**config.mk**
```make
export PLATFORM = sky130hd
export DESIGN_NAME = internode_link_credit_flat
export DESIGN_NICKNAME = d
export VERILOG_FILES = /design/src/rtl/internode_link_credit_pkg.sv /design/src/rtl/internode_link_credit_if.sv /design/src/rtl/internode_link_credit_fifo.sv /design/src/rtl/internode_link_credit.sv /design/src/flat_wrapper.sv
export SDC_FILE = /design/constraint.sdc
export NUM_CORES = 2
export LEC_CHECK = 0
export CAP_MARGIN = 5
export CORE_MARGIN = 2
export CORE_UTILIZATION = 61
export CTS_CLUSTER_SIZE = 40
export DETAILED_ROUTE_END_ITERATION = 10
export PLACE_DENSITY = 0.78
export SYNTH_ARGS = -nofsm -noshare
export SYNTH_HDL_FRONTEND = slang
export SYNTH_SLANG_ARGS = --single-unit
```
**constraint.sdc**
```tcl
create_clock -name clk -period 12 [get_ports clk]
set_input_delay 1.8 -clock clk [delete_from_list [all_inputs] [get_ports clk]]
set_output_delay 1.8 -clock clk [all_outputs]
set_load 0.01 [all_outputs]
```
**src/rtl/internode_link_credit_pkg.sv**
```systemverilog
`default_nettype none
// ============================================================================
// Module   : internode_link_credit_pkg
// Brief    : Shared flit width and width helpers for the inter-node link.
// Revision : 1.0 - initial release
// ============================================================================
package internode_link_credit_pkg;

    localparam int FLIT_SIZE = 32;

    typedef logic [FLIT_SIZE-1:0] flit_t;

    // Index width that never collapses to zero for single-entry spaces.
    function automatic int clog2_min1(input int n);
        return (n > 1) ? $clog2(n) : 1;
    endfunction

endpackage
`default_nettype wire

```
**src/rtl/internode_link_credit_if.sv**
```systemverilog
`default_nettype none
// ============================================================================
// Module   : internode_link_credit_if
// Brief    : Transmit/receive handshake bundle of the credited inter-node link.
// Revision : 1.0 - initial release
// ============================================================================
interface internode_link_credit_if #(
    parameter int FLIT_SIZE = internode_link_credit_pkg::FLIT_SIZE,
    parameter int NUM_VC    = 2
);
    localparam int VC_W = internode_link_credit_pkg::clog2_min1(NUM_VC);

    logic                        tx_valid;
    logic [VC_W-1:0]             tx_vc;
    logic [FLIT_SIZE-1:0]        tx_data;
    logic                        tx_ready;
    logic [NUM_VC-1:0]           tx_vc_avail;
    logic [NUM_VC-1:0]           rx_valid;
    logic [NUM_VC*FLIT_SIZE-1:0] rx_data;
    logic [NUM_VC-1:0]           rx_pop;
    logic                        err_overflow;
    logic                        err_credit;

    modport master (
        output tx_valid, tx_vc, tx_data, rx_pop,
        input  tx_ready, tx_vc_avail, rx_valid, rx_data, err_overflow, err_credit
    );

    modport slave (
        input  tx_valid, tx_vc, tx_data, rx_pop,
        output tx_ready, tx_vc_avail, rx_valid, rx_data, err_overflow, err_credit
    );

endinterface
`default_nettype wire

```
**src/rtl/internode_link_credit_fifo.sv**
```systemverilog
`default_nettype none
// ============================================================================
// Module   : link_vc_fifo
// Brief    : One virtual-channel receive buffer with count-based full/empty.
// Revision : 1.0 - initial release
// ============================================================================
module link_vc_fifo #(
    parameter int FLIT_SIZE = 32,
    parameter int BUF_DEPTH = 8
) (
    input  wire logic                 clk,
    input  wire logic                 rst_n,
    input  wire logic                 wr_en,
    input  wire logic [FLIT_SIZE-1:0] wr_data,
    input  wire logic                 pop,
    output logic      [FLIT_SIZE-1:0] head,
    output logic                      valid,
    output logic                      overflow
);
    localparam int PTR_W = internode_link_credit_pkg::clog2_min1(BUF_DEPTH);
    localparam int CNT_W = $clog2(BUF_DEPTH + 1);
    localparam logic [PTR_W-1:0] C_LAST = PTR_W'(BUF_DEPTH - 1);

    logic [FLIT_SIZE-1:0] r_mem [BUF_DEPTH];
    logic [PTR_W-1:0]     r_wr_ptr;
    logic [PTR_W-1:0]     r_rd_ptr;
    logic [CNT_W-1:0]     r_count;
    logic                 w_full;
    logic                 w_pop;
    logic                 w_wr;

    // A pop in the same cycle frees the slot, so a full buffer still takes the write.
    assign w_full   = (r_count == CNT_W'(BUF_DEPTH));
    assign w_pop    = pop && (r_count != '0);
    assign w_wr     = wr_en && (!w_full || w_pop);
    assign overflow = wr_en && w_full && !w_pop;
    assign valid    = (r_count != '0);
    assign head     = valid ? r_mem[r_rd_ptr] : '0;

    always_ff @(posedge clk) begin
        if (w_wr) begin
            r_mem[r_wr_ptr] <= wr_data;
        end
    end

    always_ff @(posedge clk or negedge rst_n) begin
        if (!rst_n) begin
            r_wr_ptr <= '0;
            r_rd_ptr <= '0;
            r_count  <= '0;
        end else begin
            if (w_wr) begin
                r_wr_ptr <= (r_wr_ptr == C_LAST) ? '0 : r_wr_ptr + 1'b1;
            end
            if (w_pop) begin
                r_rd_ptr <= (r_rd_ptr == C_LAST) ? '0 : r_rd_ptr + 1'b1;
            end
            case ({w_wr, w_pop})
                2'b10:   r_count <= r_count + 1'b1;
                2'b01:   r_count <= r_count - 1'b1;
                default: r_count <= r_count;
            endcase
        end
    end

endmodule
`default_nettype wire

```
**src/rtl/internode_link_credit.sv**
```systemverilog
`default_nettype none
// ============================================================================
// Module   : internode_link_credit
// Brief    : Delayed multi-VC link with receive buffers and returned credits.
// Revision : 1.0 - initial release
// ============================================================================
module internode_link_credit #(
    parameter int FLIT_SIZE = internode_link_credit_pkg::FLIT_SIZE,
    parameter int DELAY     = 100,
    parameter int NUM_VC    = 2,
    parameter int BUF_DEPTH = 8
) (
    input wire logic               clk,
    input wire logic               rst_n,
    internode_link_credit_if.slave link
);
    localparam int VC_W    = internode_link_credit_pkg::clog2_min1(NUM_VC);
    localparam int CNT_W   = $clog2(BUF_DEPTH + 1);
    localparam int VC_SPAN = 1 << VC_W;

    typedef struct packed {
        logic                 valid;
        logic [VC_W-1:0]      vc;
        logic [FLIT_SIZE-1:0] data;
    } stage_t;

    stage_t             r_fpipe [DELAY];
    logic [NUM_VC-1:0]  r_cpipe [DELAY];
    logic               r_run;
    logic               r_err_ovf;
    logic               r_err_crd;
    logic [NUM_VC-1:0]  w_avail;
    logic [NUM_VC-1:0]  w_take;
    logic [NUM_VC-1:0]  w_ret;
    logic [NUM_VC-1:0]  w_wr;
    logic [NUM_VC-1:0]  w_pop;
    logic [NUM_VC-1:0]  w_rx_valid;
    logic [NUM_VC-1:0]  w_ovf;
    logic [NUM_VC-1:0]  w_crd_err;
    logic [VC_SPAN-1:0] w_avail_ext;
    logic               w_ready;
    logic               w_accept;
    stage_t             w_out;

    // r_run keeps tx_ready low during reset and releases it on the first edge after.
    assign w_out    = r_fpipe[DELAY-1];
    assign w_ret    = r_cpipe[DELAY-1];
    assign w_ready  = r_run & w_avail_ext[link.tx_vc];
    assign w_accept = link.tx_valid & w_ready;
    assign w_pop    = link.rx_pop & w_rx_valid;

    assign link.tx_ready     = w_ready;
    assign link.tx_vc_avail  = w_avail;
    assign link.rx_valid     = w_rx_valid;
    assign link.err_overflow = r_err_ovf;
    assign link.err_credit   = r_err_crd;

    generate
        if (VC_SPAN > NUM_VC) begin : g_pad
            assign w_avail_ext = {{(VC_SPAN - NUM_VC){1'b0}}, w_avail};
        end else begin : g_nopad
            assign w_avail_ext = w_avail;
        end
    endgenerate

    always_ff @(posedge clk or negedge rst_n) begin
        if (!rst_n) begin
            for (int i = 0; i < DELAY; i++) begin
                r_fpipe[i] <= '0;
                r_cpipe[i] <= '0;
            end
            r_run     <= 1'b0;
            r_err_ovf <= 1'b0;
            r_err_crd <= 1'b0;
        end else begin
            r_fpipe[0] <= '{valid: w_accept, vc: link.tx_vc, data: link.tx_data};
            r_cpipe[0] <= w_pop;
            for (int i = 1; i < DELAY; i++) begin
                r_fpipe[i] <= r_fpipe[i-1];
                r_cpipe[i] <= r_cpipe[i-1];
            end
            r_run     <= 1'b1;
            r_err_ovf <= r_err_ovf | (|w_ovf);
            r_err_crd <= r_err_crd | (|w_crd_err);
        end
    end

    generate
        for (genvar v = 0; v < NUM_VC; v++) begin : g_vc
            logic [CNT_W-1:0] r_credit;

            assign w_take[v]    = w_accept && (link.tx_vc == VC_W'(v));
            assign w_wr[v]      = w_out.valid && (w_out.vc == VC_W'(v));
            assign w_avail[v]   = (r_credit != '0);
            // A lone return onto a full counter is a protocol error; it saturates.
            assign w_crd_err[v] = w_ret[v] && !w_take[v] && (r_credit == CNT_W'(BUF_DEPTH));

            always_ff @(posedge clk or negedge rst_n) begin
                if (!rst_n) begin
                    r_credit <= CNT_W'(BUF_DEPTH);
                end else if (w_take[v] && !w_ret[v]) begin
                    r_credit <= r_credit - 1'b1;
                end else if (w_ret[v] && !w_take[v] && !w_crd_err[v]) begin
                    r_credit <= r_credit + 1'b1;
                end
            end

            link_vc_fifo #(
                .FLIT_SIZE (FLIT_SIZE),
                .BUF_DEPTH (BUF_DEPTH)
            ) u_fifo (
                .clk      (clk),
                .rst_n    (rst_n),
                .wr_en    (w_wr[v]),
                .wr_data  (w_out.data),
                .pop      (link.rx_pop[v]),
                .head     (link.rx_data[v*FLIT_SIZE +: FLIT_SIZE]),
                .valid    (w_rx_valid[v]),
                .overflow (w_ovf[v])
            );
        end
    endgenerate

endmodule
`default_nettype wire

```
**src/flat_wrapper.sv**
```systemverilog
// flat-port wrapper written by rule: the top's interface ports become plain ports
module internode_link_credit_flat 
#(
    parameter int FLIT_SIZE = internode_link_credit_pkg::FLIT_SIZE,
    parameter int DELAY     = 100,
    parameter int NUM_VC    = 2,
    parameter int BUF_DEPTH = 8
)
  (clk, rst_n, link_tx_valid, link_tx_vc, link_tx_data, link_rx_pop, link_tx_ready, link_tx_vc_avail, link_rx_valid, link_rx_data, link_err_overflow, link_err_credit);
  internode_link_credit_if #(.FLIT_SIZE(FLIT_SIZE), .NUM_VC(NUM_VC)) link_i ();
  input wire logic clk;
  input wire logic rst_n;
  input wire logic [$bits(link_i.tx_valid)-1:0] link_tx_valid;
  input wire logic [$bits(link_i.tx_vc)-1:0] link_tx_vc;
  input wire logic [$bits(link_i.tx_data)-1:0] link_tx_data;
  input wire logic [$bits(link_i.rx_pop)-1:0] link_rx_pop;
  output wire logic [$bits(link_i.tx_ready)-1:0] link_tx_ready;
  output wire logic [$bits(link_i.tx_vc_avail)-1:0] link_tx_vc_avail;
  output wire logic [$bits(link_i.rx_valid)-1:0] link_rx_valid;
  output wire logic [$bits(link_i.rx_data)-1:0] link_rx_data;
  output wire logic [$bits(link_i.err_overflow)-1:0] link_err_overflow;
  output wire logic [$bits(link_i.err_credit)-1:0] link_err_credit;
  assign link_i.tx_valid = link_tx_valid;
  assign link_i.tx_vc = link_tx_vc;
  assign link_i.tx_data = link_tx_data;
  assign link_i.rx_pop = link_rx_pop;
  assign link_tx_ready = link_i.tx_ready;
  assign link_tx_vc_avail = link_i.tx_vc_avail;
  assign link_rx_valid = link_i.rx_valid;
  assign link_rx_data = link_i.rx_data;
  assign link_err_overflow = link_i.err_overflow;
  assign link_err_credit = link_i.err_credit;
  internode_link_credit #(.FLIT_SIZE(FLIT_SIZE), .DELAY(DELAY), .NUM_VC(NUM_VC), .BUF_DEPTH(BUF_DEPTH)) u_core (.clk(clk), .rst_n(rst_n), .link(link_i));
endmodule
```
==> impl_results.md, run 1 <==
- H-tree levels: 5
- Synthesized area: around 110000 um^2
- Global placer's final weighted congestion: 0.731
- Post-CTS Setup Bufs: 0
- Initial core utilization: 0.612
- Post_cts resized: 0
- Rows: ~160
- CTS root buf: clkbuf_16
- Count of cell types in the netlist: 53
- Boundary pin count: ~110
- Ys flop type: dfrtp_1
- Synth Area per Inst: 24.0 um^2
- Die Y: 432 um
- Input/output buffers: approximately 110
- Chip width: roughly 430 um
- TritonCTS buffer count: ~380
- Asr flop ratio synth: 0.876
- Synth Warn #: 0
- Error msg: [ERROR DPL-0033] detailed placement checks failed during check placement.
- Cell count after synthesis: between 4000 and 5000
- Seq/Total Area, Yosys: 0.951
- Clock buffer depth: 4
- Fail Step: clock tree synthesis
- Post-synth EDFFs: 512
- Number of synthesized register bits: between 4000 and 5000
- Hpwl dp: 89800 um
- Hold buffer count at CTS: 0
- Status: aborted with a tool error
- Mapped Nets: about 4700
- CTS Sinks: about 4100
synthesized netlist by cell type (3+ instances only):
master       n  share of area
dfrtp_1   3629           0.81
edfxtp_1   512           0.14
mux4_2     128          0.026
nor2_1      81         0.0027
mux2i_1     69         0.0062
clkbuf_1    22        0.00074
nand2_1     21        0.00071
inv_1       17        0.00057
ha_1        16         0.0018
nor3_1      16        0.00072
buf_2       15        0.00067
buf_4       12        0.00081
a21oi_1     11        0.00049
a21o_1       9        0.00060
mux2_2       7        0.00071
nand3b_1     6        0.00040
o21ai_0      6        0.00027
a211oi_1     5        0.00034
nand2b_1     5        0.00028
xor2_1       5        0.00039
fa_1         4        0.00072
inv_2        4        0.00013
nand2_2      4        0.00022
nand3_1      4        0.00018
nor2b_1      4        0.00022
o211ai_1     4        0.00027
o21ai_1      4        0.00018
xnor2_1      4        0.00031
nor4_1       3        0.00017
o221ai_1     3        0.00024
or4_1        3        0.00020
per-stage QoR:
stage	utilization	cells	area, um^2	setup slack, ns
floorplan	-	4665	112000	5.99
global placement	0.637	7155	116000	6.96
detailed placement	0.637	7155	116000	6.93
kinds of logic after synthesis:
family	Yosys count	synth area share
flip-flops	4143	0.951
multiplexers	204	0.0327
AND/OR/NAND/NOR	162	0.00720
buffers and inverters	71	0.00296
AO/OA/AOI/OAI	55	0.00341
adder cells (fa/ha/maj)	20	0.00251
XOR/XNOR	9	0.000705
other	1	0.0000336
==> run 2: changes to the inputs <==
- CORE_UTILIZATION: 61 -> 40
- CTS_CLUSTER_SIZE: 40 -> default
- PLACE_DENSITY: 0.78 -> default
- PLACE_DENSITY_LB_ADDON: default -> 0.15
==> impl_results.md, run 2 <==
- Initial antenna violation count: 4
- M1 WL: about 69000 um
- End of the worst hold path: u_core.r_fpipe[2174]
- Clk_lat worst skew: about 0.88 ns
- Pint: approximately 23000 uW
- Pre-CTS setup slack: 6.91 ns (was 6.93 ns)
- DR WL/cell: about 15 um
- Setup TNS: 0 ns
- Clock share of power: 0.440
- R2R Path End: u_core.g_vc[1].u_fifo.r_count[3]
- Critical Path End Type: output port
- First-pass GRT wire length: ~240000 um
- Seq/Total Area, Yosys: 0.951 (unchanged)
- P&R area growth vs syn: 18.0%
- Clk_skew: roughly 0.066 ns
- Synth top area cells: dfrtp_1 (81%), edfxtp_1 (14%), mux4_2 (2.6%) (unchanged)
- Hold Fails Final Rpt: 0
- Reg2Reg Depth: 9
- Max-slew violations: 0
- Max Freq: 0.171 GHz
- # DRC: 0
- Status: finished clean (was aborted with a tool error)
- Worst hold start: u_core.r_fpipe[2208]
- Top post-synthesis cells by count: dfrtp_1 (3629), edfxtp_1 (512), mux4_2 (128), nor2_1 (81), mux2i_1 (69) (unchanged)
- Critical Path AT: a little over 4 ns
- Vias: roughly 39000
- CP required: ~10 ns
- Reg power frac: 0.511
- Synth Area per Inst: 24.0 um^2 (unchanged)
- Max FO, Critical Path: 46
- Filler cells: ~23000
- Worst-Margin Slew: 1.06 ns
- Final min period: between 5 and 6 ns
- CTS Sinks: 4143 (unchanged)
- H-tree levels: 5 (unchanged)
- CTS root buf: clkbuf_16 (unchanged)
- Synthesized area: 112000 um^2 (unchanged)
- Hold buffer count at CTS: 0 (unchanged)
- Count of cell types in the netlist: 53 (unchanged)
- Drt first pass iters: 7
- Final setup fails: 0
- Vias in the first global route: 43600
- Clock slew at reported path FFs: roughly 0.060 ns
- Total power density per cell area: roughly 220 nW/um^2
- Chip width: 533 um (was 432 um)
- VDD IR-drop max: between 0.1 and 0.15 mV
- Count leader, synth: dfrtp_1 (unchanged)
- Reg-to-Reg Start: u_core.g_vc[1].u_fifo.r_count[1]
- Commonest non-fill, non-tap cell in the layout: dfrtp_1
- Net Sw Power: roughly 6100 uW
- Drt total wl: around 140000 um
- Cell count after synthesis: 4665 (unchanged)
- Synth Warn #: 0 (unchanged)
- DR vias/cell: around 4.2
- Clock buffer depth: 4 (unchanged)
- WS Path Type: register to output port
- Leakage power: just over 0.06 uW
- Startpoint types: register
- Boundary pin count: 109 (unchanged)
- Nets@finish: 5248
- Total GRT Usage: 0.103
- Rows: 194 (was 157)
- Share of cells above drive strength 1: 0.158
- TritonCTS buffer count: 410 (was 379)
- Metal2 WL: 60600 um
- GR Overflow Total: 0
- Post_cts resized: 0 (unchanged)
- Final worst setup slack: ~6.1 ns
- Ys flop type: dfrtp_1 (unchanged)
- Post-CTS Setup Bufs: 0 (unchanged)
- Routed wl met3: approximately 6600 um
- Hpwl dp: 63300 um (was 89800 um)
- CORE AREA: ~280000 um^2
- Hold Path Cell Cnt: 0
- Hold WC Path Type: register to register
- Comb pwr share: 0.049
- Largest register FFs: 3400
- Antenna viol nets, final: 0
- Period utilisation layout: 0.488
- Post-synth EDFFs: 512 (unchanged)
- Normalized max-slew margin: 0.293
- TritonCTS clock tree: done
- Die Y: 533 um (was 432 um)
- Asr flop ratio synth: 0.876 (unchanged)
- Mapped Nets: 4723 (unchanged)
- Top Layer Used: met4
- Input/output buffers: 108 (unchanged)
- Global placer's final weighted congestion: 0.676 (was 0.731)
- Die area: approximately 280000 um^2
- Number of synthesized register bits: 4143 (unchanged)
- Pin count of the biggest net entering global routing: approximately 210
- R2R setup slack: 8.60 ns
- Final hold slack: 0.297 ns
- Total of max-cap violations: 0
- Commonest cells after routing, fill and taps aside: dfrtp_1 (3623), edfxtp_1 (512), clkbuf_16 (415)
- Largest Register: u_core.r_fpipe
- Initial core utilization: 0.401 (was 0.612)
- RSZ-0062 raised after global routing: false
- Switching power share of the total: 0.210
- Area share of the largest cell type after synthesis: 0.812 (unchanged)
- Drt first-iter violations: 2462
- Area leader, netlist: dfrtp_1 (unchanged)
- Largest registers: u_core.r_fpipe: 3400 flops, u_core.g_vc.u_fifo.r_mem: 512 flops, u_core.r_cpipe: 198 flops
[run 2: cell counts after synthesis]
No cell type changed its count.
[run 2: how the worst max path moves through the flow]
stage	from	slack, ns	end	depth (start not counted)
after floorplan	link_rx_pop[1]	5.99	u_core.g_vc[1].u_fifo.r_mem[0][0]	4
final	u_core.g_vc[1].u_fifo.r_rd_ptr[0]	6.14	link_rx_data[60]	5
after detailed placement	link_tx_vc	6.91	link_tx_ready	4
after CTS	u_core.g_vc[1].u_fifo.r_rd_ptr[0]	6.01	link_rx_data[60]	5
after global routing	u_core.g_vc[1].u_fifo.r_rd_ptr[0]	5.81	link_rx_data[50]	5
after global placement	u_core.g_vc[1].u_fifo.r_rd_ptr[0]	6.94	link_rx_data[59]	5
[run 2: critical path, cell delays in order, from the launching register on]
cell and delay (ns):
dfrtp_4 0.70, buf_4 0.82, mux4_2 0.60, mux2i_1 0.43, nor2_1 0.10, clkdlybuf4s50_1 0.52
[run 2: cells by family (layout without fill, tap and decap cells)]
kind of cell / Yosys count / in the layout / share of synthesized area
AOI/OAI and AO/OA: 55 / 55 / 0.00341
xor gates and xnor gates: 9 / 9 / 0.000705
adders and majority gates: 20 / 20 / 0.00251
buffers and inverters: 71 / 935 / 0.00296
DFF: 4143 / 4143 / 0.951
muxes: 204 / 204 / 0.0327
other: 1 / 3 / 0.0000336
and+or+nand+nor: 162 / 162 / 0.00720
[run 2: layout make-up]
cell class / instances / area [um^2] / share of cell area
clock inverter: 168 / 2130 / 0.0162
timing repair buffer: 163 / 1690 / 0.0128
clock buffer: 583 / 11800 / 0.0892
tap: 3724 / 4660 / 0.0353
sequential: 4143 / 106000 / 0.806
multi-input combinational: 451 / 5270 / 0.0400
inverter: 21 / 78.8 / 0.000598
antenna: 2 / 5.00 / 0.0000380
[run 2: metrics by stage]
stage	cell area [um^2]	utilization	power [uW]	instances
after floorplan	112000	-	15900	4665
after detailed placement	118000	0.423	16600	8502
after global placement	118000	0.423	16600	8502
after CTS	132000	0.473	29700	9253
final	132000	0.473	29100	9255
after global routing	132000	0.473	30400	9254
[run 2: metal layers]
metal  up-vias  track usage
li1      16600            -
met1     21500        0.159
met2       719        0.143
met3       393       0.0221
met4         0       0.0417
met5         -            0
[run 2: power groups by stage]
stage / Sequential, uW / Clock, uW / Combinational, uW
2_1_floorplan: 14900 / 0 / 926
3_3_place_gp: 15100 / 0 / 1450
3_5_place_dp: 15200 / 0 / 1480
4_1_cts: 14900 / 13300 / 1480
5_1_grt: 14900 / 13900 / 1590
6_report: 14900 / 12800 / 1430
Power figures use the tool's default switching activity.
